## config.mk

```make
export PLATFORM = sky130hd
export DESIGN_NAME = ctrl_pipeline
export DESIGN_NICKNAME = d
export VERILOG_FILES = /design/src/rtl/ctrl_pipeline.sv
export SDC_FILE = /design/constraint.sdc
export NUM_CORES = 1
export LEC_CHECK = 0
export CORE_ASPECT_RATIO = 0.5
export CORE_UTILIZATION = 51
export CTS_BUF_LIST = sky130_fd_sc_hd__clkbuf_2 sky130_fd_sc_hd__clkbuf_4 sky130_fd_sc_hd__clkbuf_8
export CTS_CLUSTER_DIAMETER = 60
export CTS_CLUSTER_SIZE = 8
export DETAILED_ROUTE_END_ITERATION = 10
export PLACE_DENSITY = 0.88
export SLEW_MARGIN = 20
export SYNTH_ARGS = -nofsm -noshare
export SYNTH_HDL_FRONTEND = slang
export SYNTH_SLANG_ARGS = --single-unit
```

## constraint.sdc

```tcl
create_clock -name clk -period 2.1 [get_ports clk]
set_input_delay 0.21 -clock clk [delete_from_list [all_inputs] [get_ports clk]]
set_output_delay 0.21 -clock clk [all_outputs]
set_load 0.1 [all_outputs]
```

## src/rtl/ctrl_pipeline.sv

```systemverilog
// ctrl_pipeline
//   Carries decoded control bundles of the 5-stage MIPS-32 core through the
//   ID/EX, EX/MEM and MEM/WB registers, and generates load-use stall,
//   branch/jump flush and ALU operand forwarding selects.
//
// Ports
//   clk, rst                 clock (rising edge), async active-high reset
//   id_ex/id_m/id_wb/id_aluop decoder bundles for the instruction in ID
//   id_rs/id_rt/id_rd         register fields of the instruction in ID
//   ex_zero                   ALU zero flag, captured with EX/MEM
//   ex_ctrl/ex_aluop          ID/EX control outputs
//   fwd_a/fwd_b               operand selects: 10 EX/MEM, 01 MEM/WB, 00 regfile
//   mem_ctrl/pc_src           EX/MEM control, branch taken
//   wb_ctrl/wb_dest           MEM/WB control and destination register
//   stall/flush               hazard controls for PC and IF/ID
module ctrl_pipeline #(
   parameter int RA_W  = 5,
   parameter int AOP_W = 4
) (
   input  logic             clk,
   input  logic             rst,
   input  logic [1:0]       id_ex,
   input  logic [2:0]       id_m,
   input  logic [2:0]       id_wb,
   input  logic [AOP_W-1:0] id_aluop,
   input  logic [RA_W-1:0]  id_rs,
   input  logic [RA_W-1:0]  id_rt,
   input  logic [RA_W-1:0]  id_rd,
   input  logic             ex_zero,
   output logic [1:0]       ex_ctrl,
   output logic [AOP_W-1:0] ex_aluop,
   output logic [1:0]       fwd_a,
   output logic [1:0]       fwd_b,
   output logic [2:0]       mem_ctrl,
   output logic             pc_src,
   output logic [2:0]       wb_ctrl,
   output logic [RA_W-1:0]  wb_dest,
   output logic             stall,
   output logic             flush
);

   // ID/EX
   logic [1:0]       idex_ex_q,  idex_ex_d;
   logic [2:0]       idex_m_q,   idex_m_d;
   logic [2:0]       idex_wb_q,  idex_wb_d;
   logic [AOP_W-1:0] idex_aop_q, idex_aop_d;
   logic [RA_W-1:0]  idex_rs_q,  idex_rs_d;
   logic [RA_W-1:0]  idex_rt_q,  idex_rt_d;
   logic [RA_W-1:0]  idex_rd_q,  idex_rd_d;
   // EX/MEM
   logic [2:0]       exm_m_q,    exm_m_d;
   logic [2:0]       exm_wb_q,   exm_wb_d;
   logic [RA_W-1:0]  exm_dest_q, exm_dest_d;
   logic             exm_zero_q, exm_zero_d;
   // MEM/WB
   logic [2:0]       mwb_wb_q,   mwb_wb_d;
   logic [RA_W-1:0]  mwb_dest_q, mwb_dest_d;

   logic jump, branch_taken, load_use;
   logic [RA_W-1:0] ex_dest;

   // bundle bit positions: EX {ALUSRC,REGDST}, M {BRANCH,MEMWRITE,MEMREAD},
   // WB {JUMP,REGWRITE,MEMREG}
   assign jump         = mwb_wb_q[2];
   assign branch_taken = exm_m_q[2] & exm_zero_q;
   assign load_use     = idex_m_q[0] && (idex_rt_q != '0) &&
                         ((idex_rt_q == id_rs) || (idex_rt_q == id_rt));
   assign ex_dest      = idex_ex_q[0] ? idex_rd_q : idex_rt_q;

   assign flush  = jump | branch_taken;
   assign stall  = load_use & ~flush;
   assign pc_src = branch_taken;

   always_comb begin
      // ID/EX: bubble on any flush or load-use stall
      idex_ex_d  = '0;
      idex_m_d   = '0;
      idex_wb_d  = '0;
      idex_aop_d = '0;
      idex_rs_d  = '0;
      idex_rt_d  = '0;
      idex_rd_d  = '0;
      if (!flush && !load_use) begin
         idex_ex_d  = id_ex;
         idex_m_d   = id_m;
         idex_wb_d  = id_wb;
         idex_aop_d = id_aluop;
         idex_rs_d  = id_rs;
         idex_rt_d  = id_rt;
         idex_rd_d  = id_rd;
      end
      // EX/MEM: bubble on branch or jump flush
      exm_m_d    = '0;
      exm_wb_d   = '0;
      exm_dest_d = '0;
      exm_zero_d = 1'b0;
      if (!flush) begin
         exm_m_d    = idex_m_q;
         exm_wb_d   = idex_wb_q;
         exm_dest_d = ex_dest;
         exm_zero_d = ex_zero;
      end
      // MEM/WB: only a jump kills it
      mwb_wb_d   = '0;
      mwb_dest_d = '0;
      if (!jump) begin
         mwb_wb_d   = exm_wb_q;
         mwb_dest_d = exm_dest_q;
      end
   end

   always_ff @(posedge clk or posedge rst) begin
      if (rst) begin
         idex_ex_q  <= '0;
         idex_m_q   <= '0;
         idex_wb_q  <= '0;
         idex_aop_q <= '0;
         idex_rs_q  <= '0;
         idex_rt_q  <= '0;
         idex_rd_q  <= '0;
         exm_m_q    <= '0;
         exm_wb_q   <= '0;
         exm_dest_q <= '0;
         exm_zero_q <= 1'b0;
         mwb_wb_q   <= '0;
         mwb_dest_q <= '0;
      end else begin
         idex_ex_q  <= idex_ex_d;
         idex_m_q   <= idex_m_d;
         idex_wb_q  <= idex_wb_d;
         idex_aop_q <= idex_aop_d;
         idex_rs_q  <= idex_rs_d;
         idex_rt_q  <= idex_rt_d;
         idex_rd_q  <= idex_rd_d;
         exm_m_q    <= exm_m_d;
         exm_wb_q   <= exm_wb_d;
         exm_dest_q <= exm_dest_d;
         exm_zero_q <= exm_zero_d;
         mwb_wb_q   <= mwb_wb_d;
         mwb_dest_q <= mwb_dest_d;
      end
   end

   // Forwarding: the younger EX/MEM result wins over MEM/WB; $0 never forwards
   always_comb begin
      fwd_a = 2'b00;
      if (exm_wb_q[1] && (exm_dest_q != '0) && (exm_dest_q == idex_rs_q))
         fwd_a = 2'b10;
      else if (mwb_wb_q[1] && (mwb_dest_q != '0) && (mwb_dest_q == idex_rs_q))
         fwd_a = 2'b01;
      fwd_b = 2'b00;
      if (exm_wb_q[1] && (exm_dest_q != '0) && (exm_dest_q == idex_rt_q))
         fwd_b = 2'b10;
      else if (mwb_wb_q[1] && (mwb_dest_q != '0) && (mwb_dest_q == idex_rt_q))
         fwd_b = 2'b01;
   end

   assign ex_ctrl  = idex_ex_q;
   assign ex_aluop = idex_aop_q;
   assign mem_ctrl = exm_m_q;
   assign wb_ctrl  = mwb_wb_q;
   assign wb_dest  = mwb_dest_q;

endmodule

```

Word-level counts from Yosys, hierarchy flattened. Cells that the tools add are included.

Output and inout port bits: 24. Register bits after elaboration: 47. Memories kept: 0. Word-level logic and storage cells: 56. Bits in writable memories: 0. Memory bits (read-only): 0. Bits of input ports: 30. Bits in latches: 0.

Multipliers: 0. Div/mod/pow operators: 0. Add/subtract/negate cells: 0. Multiplexer cells: 18. Shift operators: 0. Bitwise gates (word level): 4. Reduce and logical (&&, ||, !) cells: 15. Equal/unequal tests: 6. Magnitude comparators: 0.

Operators by type and width (count): equality test 5 bit (6); two-way mux 5 bit (6); two-way mux 3 bit (5); nonzero test 5 bit (3); logical AND 1 bit (9); two-way mux 2 bit (3); two-way mux 4 bit (1); two-way mux 1 bit (3); bitwise AND 1 bit (2); logical NOT 1 bit (2); logical OR 1 bit (1); NOT 1 bit (1); bitwise OR 1 bit (1).

Logic depth before layout (Yosys ltp). Gate-level depths: netlist of run 1.

Word-level depth: 6. Mapped depth: 6. Gate-level depth less buffers: 4.

Least setup slack after synthesis of run 1. Ideal clock, no wire load.

Path kind: reg-to-output. Start: register idex_rt_q[4]. End: output port fwd_b[0]. Cell stages (with the launch flop): 6. Data required time: 1.890 ns. Setup slack: -3.818 ns. Buffers on the path: 1. Data arrival time: 5.708 ns. Cell sequence: dfrtp_1 buf_2 xnor2_1 nand3_1 nor4_1 nor4_1.

Longest elaborated chain between the ends: 4. Elaborated cells on any way between the ends: 6. Classes of those cells: 2 x eq/ne; 2 x mux; 2 x reduce/logical.

Ends and longest elaborated chain: start, declared (line 48) `logic [RA_W-1:0] idex_rt_q, idex_rt_d;`; start signal, assigned (line 133) `idex_rt_q <= idex_rt_d;`; equality test 5 bit (line 154) `else if (mwb_wb_q[1] && (mwb_dest_q != '0) && (mwb_dest_q == idex_rt_q))`; logical AND 1 bit (line 154); two-way mux 1 bit (line 154); two-way mux 2 bit * (line 152) `if (exm_wb_q[1] && (exm_dest_q != '0) && (exm_dest_q == idex_rt_q))`; end, declared (line 33) `output logic [1:0] fwd_b,`.

Every way passes the cells marked *; elsewhere a longest branch is shown, timed or not.

Worst setup path after layout of run 1.
Start: register mwb_dest_q[4] (netlist: wb_dest[4]). End: output port fwd_b[0].

Longest elaborated chain between the ends: 5. Elaborated cells on any way between the ends: 6. Classes of those cells: 1 x eq/ne; 2 x mux; 3 x reduce/logical.

Ends and longest elaborated chain: start, declared (line 57) `logic [RA_W-1:0] mwb_dest_q, mwb_dest_d;`; start signal, assigned (line 140) `mwb_dest_q <= mwb_dest_d;`; nonzero test 5 bit (line 154); logical AND 1 bit (line 154); logical AND 1 bit * (line 154); two-way mux 1 bit * (line 154); two-way mux 2 bit * (line 152).

Marks and branches as above.

==> impl_metrics.yaml, run 1 <==
placed_design:
  place.gp.congestion: 0.863
  numPortBuffers: 53
  dpl.hpwl_um: 3640
clocking:
  cts_sinks: 47
  clock_latency_ns: 0.29
  root_buffer: "clkbuf_8"
  clk_pin_slew_ns: 0.08
  htreeDepth: 2
  cts_buffer_depth: 2
  cts_made_buffers: 5
  cts_tree: "yes"
routing:
  dr.pass1.iters: 4
  num_vias: 1565
  avgViaCountPerCell: 4.98
  route.detailed.drc: 0
  drt_iter0_drc: 98
  ant_nets: 0
  avgRoutedWirePerCell_um: 15.5
  totalWireLength_um: 4880
yosys:
  yosysUniqueCellTypes: 25
  yosys_warnings: 0
  ys_ff_latch: 47
  async_flop_share: 1.00
  synthAdderAreaFrac: 0
  synth_edf_count: 0
  synth_top_family_by_area: "simple AND/OR/NAND/NOR gates"
  avgSynthCellArea_um2: 11.2
  synth_top_area_frac: 0.541
  synth_area_leader_cell: "dfrtp_1"
  synth.area.top_cells: "dfrtp_1, a21oi_2, xnor2_1"
  syn_inst: 194
  syn_nets: 224
  synth_compound_area_frac: 0.111
  synth_area_um2: 2170
  ys.flop_type: "dfrtp_1"
  synth_seq_area_share: 0.541
  yosys.area_share.simple: 0.147
  synthMuxAreaShare: 0.0230
  synth_xor_xnor_area_share: 0.121
grt:
  grt_overflow_total: 0
  grt_max_degree: 28
  grt_util_all_layers: 0.224
  grt_pass1_wl_um: 7180
  antenna_found_initial: 0
  grt_pass1_vias: 1494
critical_path:
  path_class: "register to output pin"
  crit_buf_inv: 1
  crit_path_cell_trace: "xor2_1 > or4_4 > nor4_4 > buf_12"
  worstSetupStartpointType: "register"
  rr_startpoint: "idex_rt_q[1]$_DFF_PP0_"
  crit_fanout: 4
  crit_path_max_incr_delay_ns: 0.53
  r2r_slack_ns: 0.12
  reg2reg_depth: 6
  end_kind: "output pin"
  critPathSlowestCell: "or4_4"
  cp.arrival_ns: 2.04
  r2r_end: "idex_rt_q[4]$_DFF_PP0_"
  critical_path_required_ns: 1.89
  cp_top_family: "simple AND/OR/NAND/NOR gates"
finish:
  mostFrequentLayoutCell: "dfrtp_1"
  area_growth_pct: 42.1
  layout-drive-gt1-share: 0.362
  layout.nets: 289
  nFillCells: 241
  n_antenna_cell: 0
  layout_common_cells: "dfrtp_1, buf_4, nand2_1, clkdlybuf4s50_1, a21oi_2"
floorplan:
  start_util: 0.545
  die_x_um: 94.3
  ios: 54
  dieArea_um2: 4540
  die_y_um: 48.1
  rows: 16
  core-area_um2: 3980
sta:
  tns_ns: -0.346
  holdWs_ns: 0.272
  min_period_ns: 2.25
  tightest_slew_ns: 0.534
  rsz0062_at_grt: "yes"
  fin_crit_sh: 1.07
  fmax_mhz: 444
  hold_viol_final: 0
  timing.final.ws_setup_ns: -0.150
  relSlewSlack: 0.644
  drv_slew: 0
  setup_violations: 3
  fin_worst_skew_ns: 0.00512
flow_run:
  cap_violations: 0
power_and_ir_drop:
  p_leak_nw: 1.38
  power_density_nw_per_um2: 1740
  ir_drop_uv: 1080
hold_path:
  hp-class: "input port to asynchronous set/reset pin"
run_status:
  violations: "setup timing"
  status: "complete, but fails checks"
-- layout make-up --
class	count	area (um2)	area share
flip-flops and latches	47	1200	0.388
multi-input cells	131	985	0.319
repair buffers	72	708	0.229
clock buffers	6	82.6	0.0268
well taps	54	67.6	0.0219
clock inverters	2	35.0	0.0113
inverters	2	11.3	0.00365
-- how the worst max path moves through the flow --
stage,from,to,slack (ns),depth (start not counted)
2_1_floorplan,exm_dest_q[0]$_DFF_PP0_,fwd_a[0],-0.61,4
4_1_cts,exm_dest_q[1]$_DFF_PP0_,fwd_b[0],-0.19,5
6_report,wb_dest[4]$_DFF_PP0_,fwd_b[0],-0.15,4
3_5_place_dp,exm_dest_q[1]$_DFF_PP0_,fwd_a[0],0.09,5
3_3_place_gp,exm_dest_q[1]$_DFF_PP0_,fwd_a[0],0.15,5
5_1_grt,wb_dest[4]$_DFF_PP0_,fwd_b[0],-0.20,4
-- routing by layer --
metal,global-route usage,share of wire
met2,0.409,0.52
met1,0.279,0.44
met3,0.0467,0.032
met4,0.0862,0.0084
met5,0,0
-- synth_stat cells, types with 2 or more instances --
| cell | n |
|---|---|
| a21oi_1 | 7 |
| and2_1 | 8 |
| clkbuf_1 | 3 |
| buf_4 | 3 |
| nor2b_1 | 8 |
| nor4_1 | 4 |
| nand3_1 | 4 |
| or4_1 | 5 |
| dfrtp_1 | 47 |
| buf_6 | 2 |
| buf_2 | 3 |
| buf_12 | 2 |
| a21oi_2 | 20 |
| inv_1 | 2 |
| nor2_1 | 6 |
| mux2i_1 | 5 |
| nand2_1 | 29 |
| xor2_1 | 14 |
| xnor2_1 | 16 |
-- sequential cells by signal, summed over array words and instances (netlist names) --
name,cells
idex_wb_q,3
ex_aluop,4
idex_rs_q,5
idex_rt_q,5
wb_ctrl,3
exm_wb_q,3
wb_dest,5
ex_ctrl,2
idex_m_q,3
exm_zero_q,1
mem_ctrl,3
idex_rd_q,5
exm_dest_q,5
-- timing repair --
action | in CTS | in global routing
resized for setup | 6 | 2
buffers inserted | 6 | 1
endpoints found under the hold margin | 0 | 0
endpoints found under the setup margin | 4 | 5
hold buffers | 0 | 0
pin swaps | 8 | 6
-- through the flow --
| step | setup WS (ns) | instance area, um2 | util | total power, mW | std cells |
|---|---|---|---|---|---|
| 6_report | -0.150 | 3090 | 0.775 | 5.38 | 314 |
| 5_1_grt | -0.202 | 3090 | 0.775 | 5.62 | 314 |
| 4_1_cts | -0.187 | 3070 | 0.770 | 5.36 | 313 |
| 3_5_place_dp | 0.0852 | 2890 | 0.725 | 4.60 | 299 |
| 3_3_place_gp | 0.146 | 2890 | 0.725 | 4.51 | 299 |
| 2_1_floorplan | -0.608 | 2280 | - | 3.92 | 194 |
-- where the power goes --
group | switching (mW) | total (mW) | internal (mW)
combinational | 2.17 | 3.16 | 0.991
sequential | 0.276 | 1.55 | 1.27
clock | 0.289 | 0.674 | 0.385
-- kinds of logic after synthesis --
group                     after synthesis
DFF                                    47
and+or+nand+nor                        65
AOI/OAI and AO/OA                      31
muxes                                   5
xor gates and xnor gates               30
buffers and inverters                  16
Note: power is estimated with default switching activity, not from simulation.
==> run 2, diff against run 1 <==
--- a/config.mk
+++ b/config.mk
@@ -11,7 +11,8 @@
 export CTS_CLUSTER_DIAMETER = 60
 export CTS_CLUSTER_SIZE = 8
 export DETAILED_ROUTE_END_ITERATION = 10
-export PLACE_DENSITY = 0.88
+export HOLD_SLACK_MARGIN = 0.12
+export PLACE_DENSITY = 0.9
 export SLEW_MARGIN = 20
 export SYNTH_ARGS = -nofsm -noshare
 export SYNTH_HDL_FRONTEND = slang
==> impl_metrics.yaml, run 2 (synthesis results as in run 1) <==
placed_design:
  place.gp.congestion: 0.840
  dpl.hpwl_um: 3530
  numPortBuffers: 53
  dp_cells: 300
grt:
  use_met3: 0.0498
  grt_use_met2: 0.428
  grt_max_degree: 28
  top_usage_layer: "met2"
  grt_overflow_total: 0
  antenna_found_initial: 0
  globalRouteMet1Util: 0.282
  grt_pass1_wl_um: 7470
  grt_util_all_layers: 0.231
  grt_pass1_vias: 1574
critical_path:
  crit_path_cell_trace: "xor2_1 > or4_4 > nor4_4 > buf_12"
  crit_path_max_incr_delay_ns: 0.56
  crit_fanout: 4
  reg2reg_depth: 5
  end_kind: "output pin"
  critPathSlowestCell: "or4_4"
  worstSetupStartpointType: "register"
  path_class: "register to output pin"
  critical_path_required_ns: 1.89
  cp.arrival_ns: 2.07
clocking:
  root_buffer: "clkbuf_8"
  cts_buffer_depth: 2
  cts_made_buffers: 5
  htreeDepth: 2
  clock_latency_ns: 0.30
  clk_pin_slew_ns: 0.08
  cts_tree: "yes"
  cts_sinks: 47
sta:
  fin_crit_sh: 1.09
  tightest_slew_ns: 0.493
  fmax_mhz: 439
  min_period_ns: 2.28
  drv_slew: 0
  fin_worst_skew_ns: 0.0102
  hold_viol_final: 0
  tns_ns: -0.383
  holdWs_ns: 0.250
  setup_violations: 3
  relSlewSlack: 0.671
  rsz0062_at_grt: "yes"
  timing.final.ws_setup_ns: -0.179
finish:
  final_cells: 314
  area_growth_pct: 42.7
  layout-drive-gt1-share: 0.385
  nFillCells: 242
  mostFrequentLayoutCell: "dfrtp_1"
  layout_common_cells: "dfrtp_1, buf_4, nand2_1, clkdlybuf4s50_1, a21oi_2"
  layout.nets: 289
  n_antenna_cell: 0
routing:
  ant_nets: 0
  avgRoutedWirePerCell_um: 15.4
  drt_iter0_drc: 136
  route.detailed.drc: 0
  num_vias: 1618
  dr.pass1.iters: 4
  avgViaCountPerCell: 5.15
  totalWireLength_um: 4850
power_and_ir_drop:
  power_density_nw_per_um2: 1710
  ir_drop_uv: 941
  p_leak_nw: 1.38
flow_run:
  cap_violations: 0
run_status:
  status: "complete, but fails checks"
  violations: "setup timing"
floorplan:
  start_util: 0.545
  core-area_um2: 3980
  dieArea_um2: 4540
  die_x_um: 94.3
  rows: 16
  die_y_um: 48.1
  ios: 54
hold_path:
  hp-class: "input port to asynchronous set/reset pin"
[run 2: final timing paths]
path	start	endpoint	slack (ns)
setup / recovery	wb_dest[0]$_DFF_PP0_	fwd_b[0]	-0.18
hold / removal	rst	idex_rd_q[4]$_DFF_PP0_	0.25
setup reg to reg	idex_rt_q[4]$_DFF_PP0_	idex_rt_q[4]$_DFF_PP0_	0.23
hold reg to reg	idex_wb_q[1]$_DFF_PP0_	exm_wb_q[1]$_DFF_PP0_	0.45
max in group asynchronous	rst	ex_aluop[2]$_DFF_PP0_	1.29
min in group clk	id_aluop[3]	ex_aluop[3]$_DFF_PP0_	0.44
[run 2: where the power goes]
group          switching (mW)  internal, mW  total (mW)
Combinational            2.17          1.02        3.19
Sequential              0.311          1.27        1.58
Clock                   0.283         0.260       0.543
[run 2: area by class of cell]
class                           instances  area (um2)  share of cell area
Timing Repair Buffer                   72         703               0.227
Tap cell                               54        67.6              0.0218
Clock inverter                          1        5.00             0.00161
Inverter                                2        11.3             0.00363
Multi-Input combinational cell        131        1030               0.333
Clock buffer                            7        83.8              0.0270
Sequential cell                        47        1200               0.387
[run 2: critical path: cells and delay by family, from the launching register on]
family	cells	cell delay, ns
xor+xnor	1	0.16
simple gates	2	0.89
flops	1	0.50
buf+inv	1	0.21
[run 2: through the flow]
| step | total power, mW | utilization | instance area [um2] | setup WS [ns] |
|---|---|---|---|---|
| floorplan | 3.92 | - | 2280 | -0.608 |
| global placement | 4.51 | 0.723 | 2880 | 0.150 |
| detailed placement | 4.59 | 0.723 | 2880 | 0.104 |
| CTS | 5.19 | 0.758 | 3020 | -0.182 |
| global route | 5.56 | 0.778 | 3100 | -0.229 |
| finish | 5.31 | 0.778 | 3100 | -0.179 |
[run 2: repair_timing]
action / in CTS / in global routing
hold buffers: 0 / 0
pin swaps: 8 / 8
setup endpoints to repair: 3 / 4
endpoints found under the hold margin: 0 / 0
buffers inserted: 5 / 3
resized for setup: 3 / 14
[run 2: per-layer routing]
metal | part of all wire | up-vias
met5 | 0 | -
li1 | - | 753
met2 | 0.52 | 59
met1 | 0.43 | 800
met3 | 0.045 | 6
met4 | 0.0070 | 0
==> run 3, diff against run 2 <==
==> constraint.sdc (replaced) <==
create_clock -name clk -period 2.62 [get_ports clk]
set_input_delay 0.262 -clock clk [delete_from_list [all_inputs] [get_ports clk]]
set_output_delay 0.262 -clock clk [all_outputs]
set_load 0.1 [all_outputs]
==> impl_metrics.yaml, run 3 (synthesis results as in run 1) <==
floorplan:
  start_util: 0.545
  dieArea_um2: 4540
  die_y_um: 48.1
  rows: 16
  ios: 54
  core-area_um2: 3980
  die_x_um: 94.3
grt:
  grt_pass1_vias: 1374
  grt_overflow_total: 0
  antenna_found_initial: 0
  grt_util_all_layers: 0.205
  grt_max_degree: 43
  grt_pass1_wl_um: 6470
critical_path:
  r2r_slack_ns: 0.81
  crit_fanout: 4
  cp.arrival_ns: 2.17
  critical_path_required_ns: 2.36
  rr_startpoint: "idex_rt_q[2]$_DFF_PP0_"
  end_kind: "output pin"
  reg2reg_depth: 4
  path_class: "register to output pin"
  r2r_end: "idex_wb_q[2]$_DFF_PP0_"
  worstSetupStartpointType: "register"
finish:
  layout.nets: 274
  area_growth_pct: 32.9
  layout_common_cells: "dfrtp_1, nand2_1, clkdlybuf4s50_1"
  layout-drive-gt1-share: 0.298
  n_antenna_cell: 0
  mostFrequentLayoutCell: "dfrtp_1"
  final_cells: 299
clocking:
  cts_resized: 0
  cts_buffer_depth: 2
  clock_latency_ns: 0.30
  htreeDepth: 2
  root_buffer: "clkbuf_8"
  cts_tree: "yes"
  post_cts_buffers: 0
  cts_sinks: 47
  cts_made_buffers: 5
  cts_hold_buffers: 0
  clk_pin_slew_ns: 0.08
flow_run:
  cap_violations: 0
placed_design:
  dp_cells: 291
  numPortBuffers: 53
  dpl.hpwl_um: 3100
  place.gp.congestion: 0.901
sta:
  min_period_ns: 2.43
  drv_slew: 0
  setup_violations: 0
  fin_crit_sh: 0.928
  fmax_mhz: 411
  rsz0062_at_grt: "no"
  relSlewSlack: 0.443
  tightest_slew_ns: 0.835
  hold_viol_final: 0
  holdWs_ns: 0.450
  fin_worst_skew_ns: 0.00401
routing:
  avgRoutedWirePerCell_um: 14.1
  drt_iter0_drc: 38
  route.detailed.drc: 0
  totalWireLength_um: 4220
  ant_nets: 0
  avgViaCountPerCell: 5.06
  dr.pass1.iters: 4
  num_vias: 1512
hold_path:
  hp-class: "input port to asynchronous set/reset pin"
run_status:
  status: "finished, final reports clean"
run 3: through the flow:
step | cell area, um2 | setup slack, ns | utilization | TNS (ns)
6_report | 2890 | 0.189 | 0.725 | 0
5_1_grt | 2890 | 0.101 | 0.725 | 0
4_1_cts | 2890 | 0.182 | 0.725 | 0
3_5_place_dp | 2770 | 0.521 | 0.695 | 0
3_3_place_gp | 2770 | 0.583 | 0.695 | 0
2_1_floorplan | 2270 | -0.140 | - | -0.870
run 3: worst max-delay path by stage:
stage / slack (ns) / endpoint / start
2_1_floorplan: -0.14 / fwd_a[0] / exm_dest_q[0]$_DFF_PP0_
3_3_place_gp: 0.58 / fwd_a[0] / exm_dest_q[0]$_DFF_PP0_
3_5_place_dp: 0.52 / fwd_a[0] / exm_dest_q[0]$_DFF_PP0_
4_1_cts: 0.18 / fwd_a[0] / exm_dest_q[0]$_DFF_PP0_
5_1_grt: 0.10 / fwd_a[0] / exm_dest_q[0]$_DFF_PP0_
6_report: 0.19 / fwd_a[0] / exm_dest_q[0]$_DFF_PP0_
run 3: cell type report:
cell class / instances / area (um2)
Tap cell: 54 / 67.6
Clock buffer: 6 / 82.6
Multi-Input combinational cell: 131 / 961
Fill cell: 264 / 1100
Clock inverter: 2 / 35.0
Timing Repair Buffer: 57 / 538
Inverter: 2 / 7.51
Sequential cell: 47 / 1200
run 3: critical path, stage by stage, from the launching register on:
cell and delay (ns):
dfrtp_1 0.44, or4_4 0.57, o21ai_4 0.24, nor4_4 0.09, nor4_4 0.32, buf_12 0.21
run 3: routing by layer:
| metal | track usage | part of all wire | up-vias |
|---|---|---|---|
| met2 | 0.339 | 0.48 | 41 |
| met4 | 0.117 | 0.023 | 0 |
| met5 | 0 | 0 | - |
| met1 | 0.255 | 0.45 | 724 |
| met3 | 0.0592 | 0.044 | 13 |
| li1 | - | - | 734 |
Power of run 3 is left out: the tool's default activity adds up to more than one toggle a clock period on the data nets, which glitch-free logic cannot reach.
